File: src/rtl/muldiv_unit.sv
// Iterative multiply/divide unit owning the HI/LO registers.
// Implements MULT, MULTU, DIV and DIVU with a radix-2 shift-add multiplier
// and a restoring shift-subtract divider, one step per clock.
//
// Ports:
//   clk, reset        rising-edge clock, asynchronous active-high reset
//   start, op         request pulse (sampled in IDLE) and operation select
//                     (00 MULT, 01 MULTU, 10 DIV, 11 DIVU)
//   a, b              rs/rt operands (multiplicand/dividend, multiplier/divisor)
//   hi_we, lo_we      MTHI/MTLO write enables, honoured only in IDLE
//   wdata             MTHI/MTLO write data
//   busy              operation in flight
//   done              one-cycle pulse when an operation updates HI/LO
//   div_by_zero       set with done for a divide by zero, held until next start
//   hi, lo            architectural HI/LO registers
module muldiv_unit #(
    parameter int unsigned WIDTH = 32
) (
    input  logic             clk,
    input  logic             reset,
    input  logic             start,
    input  logic [1:0]       op,
    input  logic [WIDTH-1:0] a,
    input  logic [WIDTH-1:0] b,
    input  logic             hi_we,
    input  logic             lo_we,
    input  logic [WIDTH-1:0] wdata,
    output logic             busy,
    output logic             done,
    output logic             div_by_zero,
    output logic [WIDTH-1:0] hi,
    output logic [WIDTH-1:0] lo
);

    localparam int unsigned CW  = $clog2(WIDTH) + 1;
    localparam int unsigned AW  = 2 * WIDTH;

    localparam logic [1:0] S_IDLE = 2'd0;
    localparam logic [1:0] S_CALC = 2'd1;
    localparam logic [1:0] S_FIX  = 2'd2;

    logic [1:0]       state,       state_nxt;
    logic [CW-1:0]    counter,     counter_nxt;
    logic [1:0]       op_q,        op_nxt;
    logic             sign_a,      sign_a_nxt;
    logic             sign_b,      sign_b_nxt;
    logic [WIDTH-1:0] opnd,        opnd_nxt;     // multiplicand or divisor magnitude
    logic [WIDTH-1:0] a_raw,       a_raw_nxt;    // original dividend for divide-by-zero
    logic [AW-1:0]    acc,         acc_nxt;      // product, or {remainder, quotient}
    logic             busy_nxt;
    logic             done_nxt;
    logic             dbz_nxt;
    logic [WIDTH-1:0] hi_nxt;
    logic [WIDTH-1:0] lo_nxt;

    // Operand magnitudes at the accepting edge; unsigned ops pass raw values.
    logic             in_sign_a;
    logic             in_sign_b;
    logic [WIDTH-1:0] mag_a;
    logic [WIDTH-1:0] mag_b;

    assign in_sign_a = ~op[0] & a[WIDTH-1];
    assign in_sign_b = ~op[0] & b[WIDTH-1];
    assign mag_a     = in_sign_a ? WIDTH'(WIDTH'(0) - a) : a;
    assign mag_b     = in_sign_b ? WIDTH'(WIDTH'(0) - b) : b;

    // Multiply step: conditionally add multiplicand to the upper half, shift right.
    logic [WIDTH:0]   mul_sum;
    logic [AW-1:0]    mul_step;

    assign mul_sum  = {1'b0, acc[AW-1:WIDTH]} + (acc[0] ? {1'b0, opnd} : {(WIDTH+1){1'b0}});
    assign mul_step = {mul_sum, acc[WIDTH-1:1]};

    // Restoring divide step: shift next dividend bit into the remainder, trial subtract.
    logic [WIDTH:0]   div_sh;
    logic             div_ge;
    logic [WIDTH:0]   div_rem;
    logic [AW-1:0]    div_step;

    assign div_sh   = {acc[AW-1:WIDTH], acc[WIDTH-1]};
    assign div_ge   = div_sh >= {1'b0, opnd};
    assign div_rem  = div_ge ? (WIDTH+1)'(div_sh - {1'b0, opnd}) : div_sh;
    assign div_step = {div_rem[WIDTH-1:0], acc[WIDTH-2:0], div_ge};

    // Sign correction applied in FIX; sign flags are zero for unsigned ops.
    logic             res_neg;
    logic [AW-1:0]    prod_fix;
    logic [WIDTH-1:0] quo_fix;
    logic [WIDTH-1:0] rem_fix;
    logic             div_zero;

    assign res_neg  = sign_a ^ sign_b;
    assign prod_fix = res_neg ? AW'(AW'(0) - acc) : acc;
    assign quo_fix  = res_neg ? WIDTH'(WIDTH'(0) - acc[WIDTH-1:0]) : acc[WIDTH-1:0];
    assign rem_fix  = sign_a ? WIDTH'(WIDTH'(0) - acc[AW-1:WIDTH]) : acc[AW-1:WIDTH];
    assign div_zero = (opnd == '0);

    // Next-state and next-register values.
    always_comb begin
        state_nxt   = state;
        counter_nxt = counter;
        op_nxt      = op_q;
        sign_a_nxt  = sign_a;
        sign_b_nxt  = sign_b;
        opnd_nxt    = opnd;
        a_raw_nxt   = a_raw;
        acc_nxt     = acc;
        busy_nxt    = busy;
        done_nxt    = 1'b0;
        dbz_nxt     = div_by_zero;
        hi_nxt      = hi;
        lo_nxt      = lo;

        case (state)
            S_IDLE: begin
                if (hi_we) hi_nxt = wdata;
                if (lo_we) lo_nxt = wdata;
                if (start) begin
                    op_nxt      = op;
                    sign_a_nxt  = in_sign_a;
                    sign_b_nxt  = in_sign_b;
                    a_raw_nxt   = a;
                    opnd_nxt    = op[1] ? mag_b : mag_a;
                    acc_nxt     = op[1] ? {{WIDTH{1'b0}}, mag_a} : {{WIDTH{1'b0}}, mag_b};
                    counter_nxt = '0;
                    busy_nxt    = 1'b1;
                    dbz_nxt     = 1'b0;
                    state_nxt   = S_CALC;
                end
            end
            S_CALC: begin
                acc_nxt     = op_q[1] ? div_step : mul_step;
                counter_nxt = CW'(counter + 1'b1);
                if (counter == CW'(WIDTH - 1)) state_nxt = S_FIX;
            end
            S_FIX: begin
                if (!op_q[1]) begin
                    hi_nxt = prod_fix[AW-1:WIDTH];
                    lo_nxt = prod_fix[WIDTH-1:0];
                end else if (div_zero) begin
                    hi_nxt  = a_raw;
                    lo_nxt  = '1;
                    dbz_nxt = 1'b1;
                end else begin
                    hi_nxt = rem_fix;
                    lo_nxt = quo_fix;
                end
                done_nxt  = 1'b1;
                busy_nxt  = 1'b0;
                state_nxt = S_IDLE;
            end
            default: begin
                state_nxt = S_IDLE;
                busy_nxt  = 1'b0;
            end
        endcase
    end

    // State and register update; reset discards any in-flight operation.
    always_ff @(posedge clk or posedge reset) begin
        if (reset) begin
            state       <= S_IDLE;
            counter     <= '0;
            op_q        <= '0;
            sign_a      <= 1'b0;
            sign_b      <= 1'b0;
            opnd        <= '0;
            a_raw       <= '0;
            acc         <= '0;
            busy        <= 1'b0;
            done        <= 1'b0;
            div_by_zero <= 1'b0;
            hi          <= '0;
            lo          <= '0;
        end else begin
            state       <= state_nxt;
            counter     <= counter_nxt;
            op_q        <= op_nxt;
            sign_a      <= sign_a_nxt;
            sign_b      <= sign_b_nxt;
            opnd        <= opnd_nxt;
            a_raw       <= a_raw_nxt;
            acc         <= acc_nxt;
            busy        <= busy_nxt;
            done        <= done_nxt;
            div_by_zero <= dbz_nxt;
            hi          <= hi_nxt;
            lo          <= lo_nxt;
        end
    end

endmodule

File: config.mk
export PLATFORM = sky130hd
export DESIGN_NAME = muldiv_unit
export DESIGN_NICKNAME = d
export VERILOG_FILES = /design/src/rtl/muldiv_unit.sv
export SDC_FILE = /design/constraint.sdc
export NUM_CORES = 1
export LEC_CHECK = 0
export ABC_AREA = 0
export CORE_MARGIN = 1
export CORE_UTILIZATION = 45
export DETAILED_ROUTE_END_ITERATION = 10
export PLACE_DENSITY = 0.65
export SKIP_LAST_GASP = 1
export SLEW_MARGIN = 20
export SYNTH_ARGS = -nofsm -noshare
export SYNTH_HDL_FRONTEND = slang
export SYNTH_SLANG_ARGS = --single-unit
File: constraint.sdc
create_clock -name clk -period 14 [get_ports clk]
set_input_delay 3.5 -clock clk [delete_from_list [all_inputs] [get_ports clk]]
set_output_delay 3.5 -clock clk [all_outputs]
set_load 0.005 [all_outputs]
==> impl_metrics.json <==
{
  "final_period_minus_worst_setup_slack_ns": 6.33,
  "max_slew.worst_pin.slew_ns": 1.08,
  "post_drt_wl_per_cell_um": 22.9,
  "cpMaxStageDelayCell": "sky130_fd_sc_hd__nor4_1",
  "post_drt_via_cell_ratio": 6.18,
  "floorplan.io_pins": 170,
  "initial_antenna_violation_count": 0,
  "cells_after_synth": 2211,
  "cts_buffer_depth": 3,
  "cts_buffers": 26,
  "dp.final_hpwl_mm": 48.5,
  "floorplan.initialDensity": 0.456,
  "utilization_of_the_core_after_routing": 0.532,
  "timing.setup.tns_ns": 0,
  "ys_top_cells_by_area": "sky130_fd_sc_hd__dfrtp_1 (30%), sky130_fd_sc_hd__nand2_1 (6.5%), sky130_fd_sc_hd__o21ai_0 (6.4%)",
  "route.antenna.remaining_nets": 0,
  "worst_setup_path_start_kind": "input pin",
  "yosys_warnings": 0,
  "critical_path_arrival_ns": 6.71,
  "worst-endpoint-required_ns": 14.38,
  "power.density_cell_area_mw_per_mm2": 264,
  "globalRouteTotalUtil": 0.330,
  "yosys_register_bits": 206,
  "dr_total_vias": 17376,
  "clock_skew_ns": 0.0260,
  "hold_buffer_count_at_cts": 0,
  "place.port_buffers": 169,
  "whs_path_depth": 1,
  "worst_ir_drop_vdd_uv": 109,
  "standard_cell_core_area_mm2": 0.0375,
  "top_reg_cell_synth": "sky130_fd_sc_hd__dfrtp_1",
  "grt_setup_unrepaired": "false",
  "std_cell_rows": 71,
  "r2r_slack_ns": 9.13,
  "floorplan.die.width_um": 197,
  "ys_types": 78,
  "globalplace.congestion": 0.967,
  "synth-edff-count": 0,
  "cell_at_the_root_of_the_clock_tree": "sky130_fd_sc_hd__clkbuf_16",
  "cap_violations": 0,
  "syn_avg_cell_area_um2": 7.73,
  "final_hold_slack_ns": 0.476,
  "worst-setup-path-type": "input pin to flip-flop",
  "drtIter0Drc": 1812,
  "reg2reg_depth": 13,
  "mappedNetlistNets": 2385,
  "drc": 0,
  "clock_tree.htree_level_count": 1,
  "hold_end": "state[1]",
  "clock_sinks": 206,
  "detailed_route_wl_mm": 64.5,
  "cts.reportedPaths.clkPinSlew_ns": 0.06,
  "final-setup-viol-count": 0,
  "synth_largest_area_cell": "sky130_fd_sc_hd__dfrtp_1",
  "grt_pass1_wl_mm": 98.4,
  "die_area_mm2": 0.0388,
  "grt_start_max_net_pins": 100,
  "yosys.area.top_type_share": 0.302,
  "hold_viol_final": 0,
  "die_h_um": 197,
  "synth_sequential_area_ratio": 0.302,
  "synth_to_layout_area_growth_pct": 16.8,
  "family_with_the_most_delay_on_the_worst_path": "simple AND/OR/NAND/NOR gates",
  "synth.cell_area_mm2": 0.0171,
  "crit_chain": "clkdlybuf4s50_1 > nor4_1 > nand3_1 > nand2b_1 > nor4_1 > a21oi_1 > xnor2_1 > a211oi_1 > a211oi_1 > a21oi_1",
  "design.final.nets": 2457,
  "max_stage_delay_ns": 0.81,
  "cp.buffers_inverters": 1,
  "min-delay-path-class": "flip-flop to flip-flop",
  "min_from": "counter[5]",
  "fill_cells": 3662,
  "achievable-frequency_mhz": 158,
  "static-leakage-power_nw": 8.42,
  "crit-reg2reg-launch": "acc[32]",
  "gr-total-overflow": 0,
  "tritoncts_clock_tree": "built",
  "outcome": "finished clean",
  "slew_headroom": 0.279,
  "cts.repair_timing.setup_buffer_count": 0,
  "cp-end-kind": "flip-flop",
  "critPathMaxFanout": 5,
  "first_global_vias": 16236,
  "final_layout_size_suffix_gt1_frac": 0.0474,
  "number_of_resized_instances_in_the_post_cts_repair_step": 0,
  "regToRegEndpoint": "acc[54]",
  "final-max-slew-violation-count": 0,
  "first_pass_iters": 8,
  "fin_crit_sh": 0.452,
  "worst_skew_pair.late_latency_ns": 0.56,
  "async_sr_flop_fraction": 1.00
}
[flip-flops by register name, indices dropped and copies added (netlist names)]
name         cells
acc             64
div_by_zero      1
state            2
opnd            32
hi              32
lo              32
a_raw           32
op_q             1
sign_a           1
counter          6
sign_b           1
busy             1
done             1
[report_power, final]
part	internal [mW]	switching (mW)
clock network	0.386	0.287
logic	1.39	1.81
registers	0.894	0.493
[stage by stage]
| step | setup slack, ns | power [mW] | std cells | instance area [µm²] |
|---|---|---|---|---|
| finish | 7.67 | 5.27 | 2813 | 20000 |
| global route | 7.38 | 5.62 | 2812 | 20000 |
| CTS | 7.75 | 5.19 | 2812 | 19900 |
| detailed placement | 7.20 | 4.51 | 2766 | 19100 |
| global placement | 7.28 | 4.46 | 2766 | 19100 |
| floorplan | 4.88 | 3.45 | 2211 | 17100 |
[Yosys cell counts (all sizes together), types with 14 or more instances]
library cell and instances:
o22ai 29, o21ai 221, or3 22, mux2i 51, xnor2 117, nand3 31
o31ai 23, a211oi 78, nand4 16, ha 69, nor4 25, a21o 35
o211ai 34, nand2 294, or4 14, buf 18, a31oi 24, xor2 73
clkbuf 132, nand2b 18, inv 71, nor3 36, a21oi 187, nor2 195
dfrtp 206, o21bai 15
[logic make-up (layout without fill, tap and decap cells)]
group | Yosys count | in the layout | synth area share
fa+ha+maj | 71 | 71 | 0.0529
mux | 53 | 53 | 0.0312
buf+inv | 224 | 314 | 0.0499
simple gates | 709 | 709 | 0.189
compound gates | 758 | 758 | 0.278
other cells | 0 | 1 | 0
xor+xnor | 190 | 190 | 0.0974
flops | 206 | 206 | 0.302
[cell usage in the layout, fill, tap and decap left out, types with 51 or more instances in the layout]
master / instances
sky130_fd_sc_hd__mux2i_1: 51
sky130_fd_sc_hd__inv_1: 70
sky130_fd_sc_hd__xnor2_1: 116
sky130_fd_sc_hd__ha_1: 69
sky130_fd_sc_hd__dfrtp_1: 205
sky130_fd_sc_hd__clkdlybuf4s50_1: 168
sky130_fd_sc_hd__xor2_1: 72
sky130_fd_sc_hd__a211oi_1: 78
sky130_fd_sc_hd__nor2_1: 193
sky130_fd_sc_hd__a21oi_1: 187
sky130_fd_sc_hd__o21ai_0: 217
sky130_fd_sc_hd__nand2_1: 293
[worst reg2reg max path, delay by kind of cell, from the launching register on]
kind,cells,cell delay [ns]
and+or+nand+nor,2,0.54
DFF,1,0.57
adders and majority gates,1,0.34
buffers and inverters,2,0.66
AOI/OAI and AO/OA,8,2.61
[final cells by class]
cell class / count / area (µm²) / share of cell area
multi-input cells: 1781 / 11200 / 0.559
repair buffers: 194 / 1870 / 0.0939
clock buffers: 36 / 738 / 0.0370
clock inverters: 10 / 95.1 / 0.00476
well taps: 511 / 639 / 0.0320
flip-flops and latches: 206 / 5160 / 0.258
diodes: 1 / 2.50 / 0.000125
inverters: 74 / 285 / 0.0143
[layer usage]
| metal | vias to the layer above | global-route usage | wire [µm] |
|---|---|---|---|
| met4 | 0 | 0.114 | 2230 |
| met1 | 8360 | 0.469 | 28700 |
| li1 | 8111 | - | - |
| met2 | 784 | 0.516 | 28600 |
| met3 | 121 | 0.0383 | 4920 |
| met5 | - | 0 | 0 |
[how the worst max path moves through the flow]
stage	slack [ns]	start	end	depth (start not counted)
2_1_floorplan	4.88	reset	a_raw[0]	1
3_3_place_gp	7.28	a[3]	acc[28]	10
3_5_place_dp	7.20	a[3]	acc[30]	10
4_1_cts	7.75	a[3]	acc[30]	10
5_1_grt	7.38	a[3]	acc[24]	10
6_report	7.67	a[3]	acc[24]	10
(Power assumes the default switching activity.)
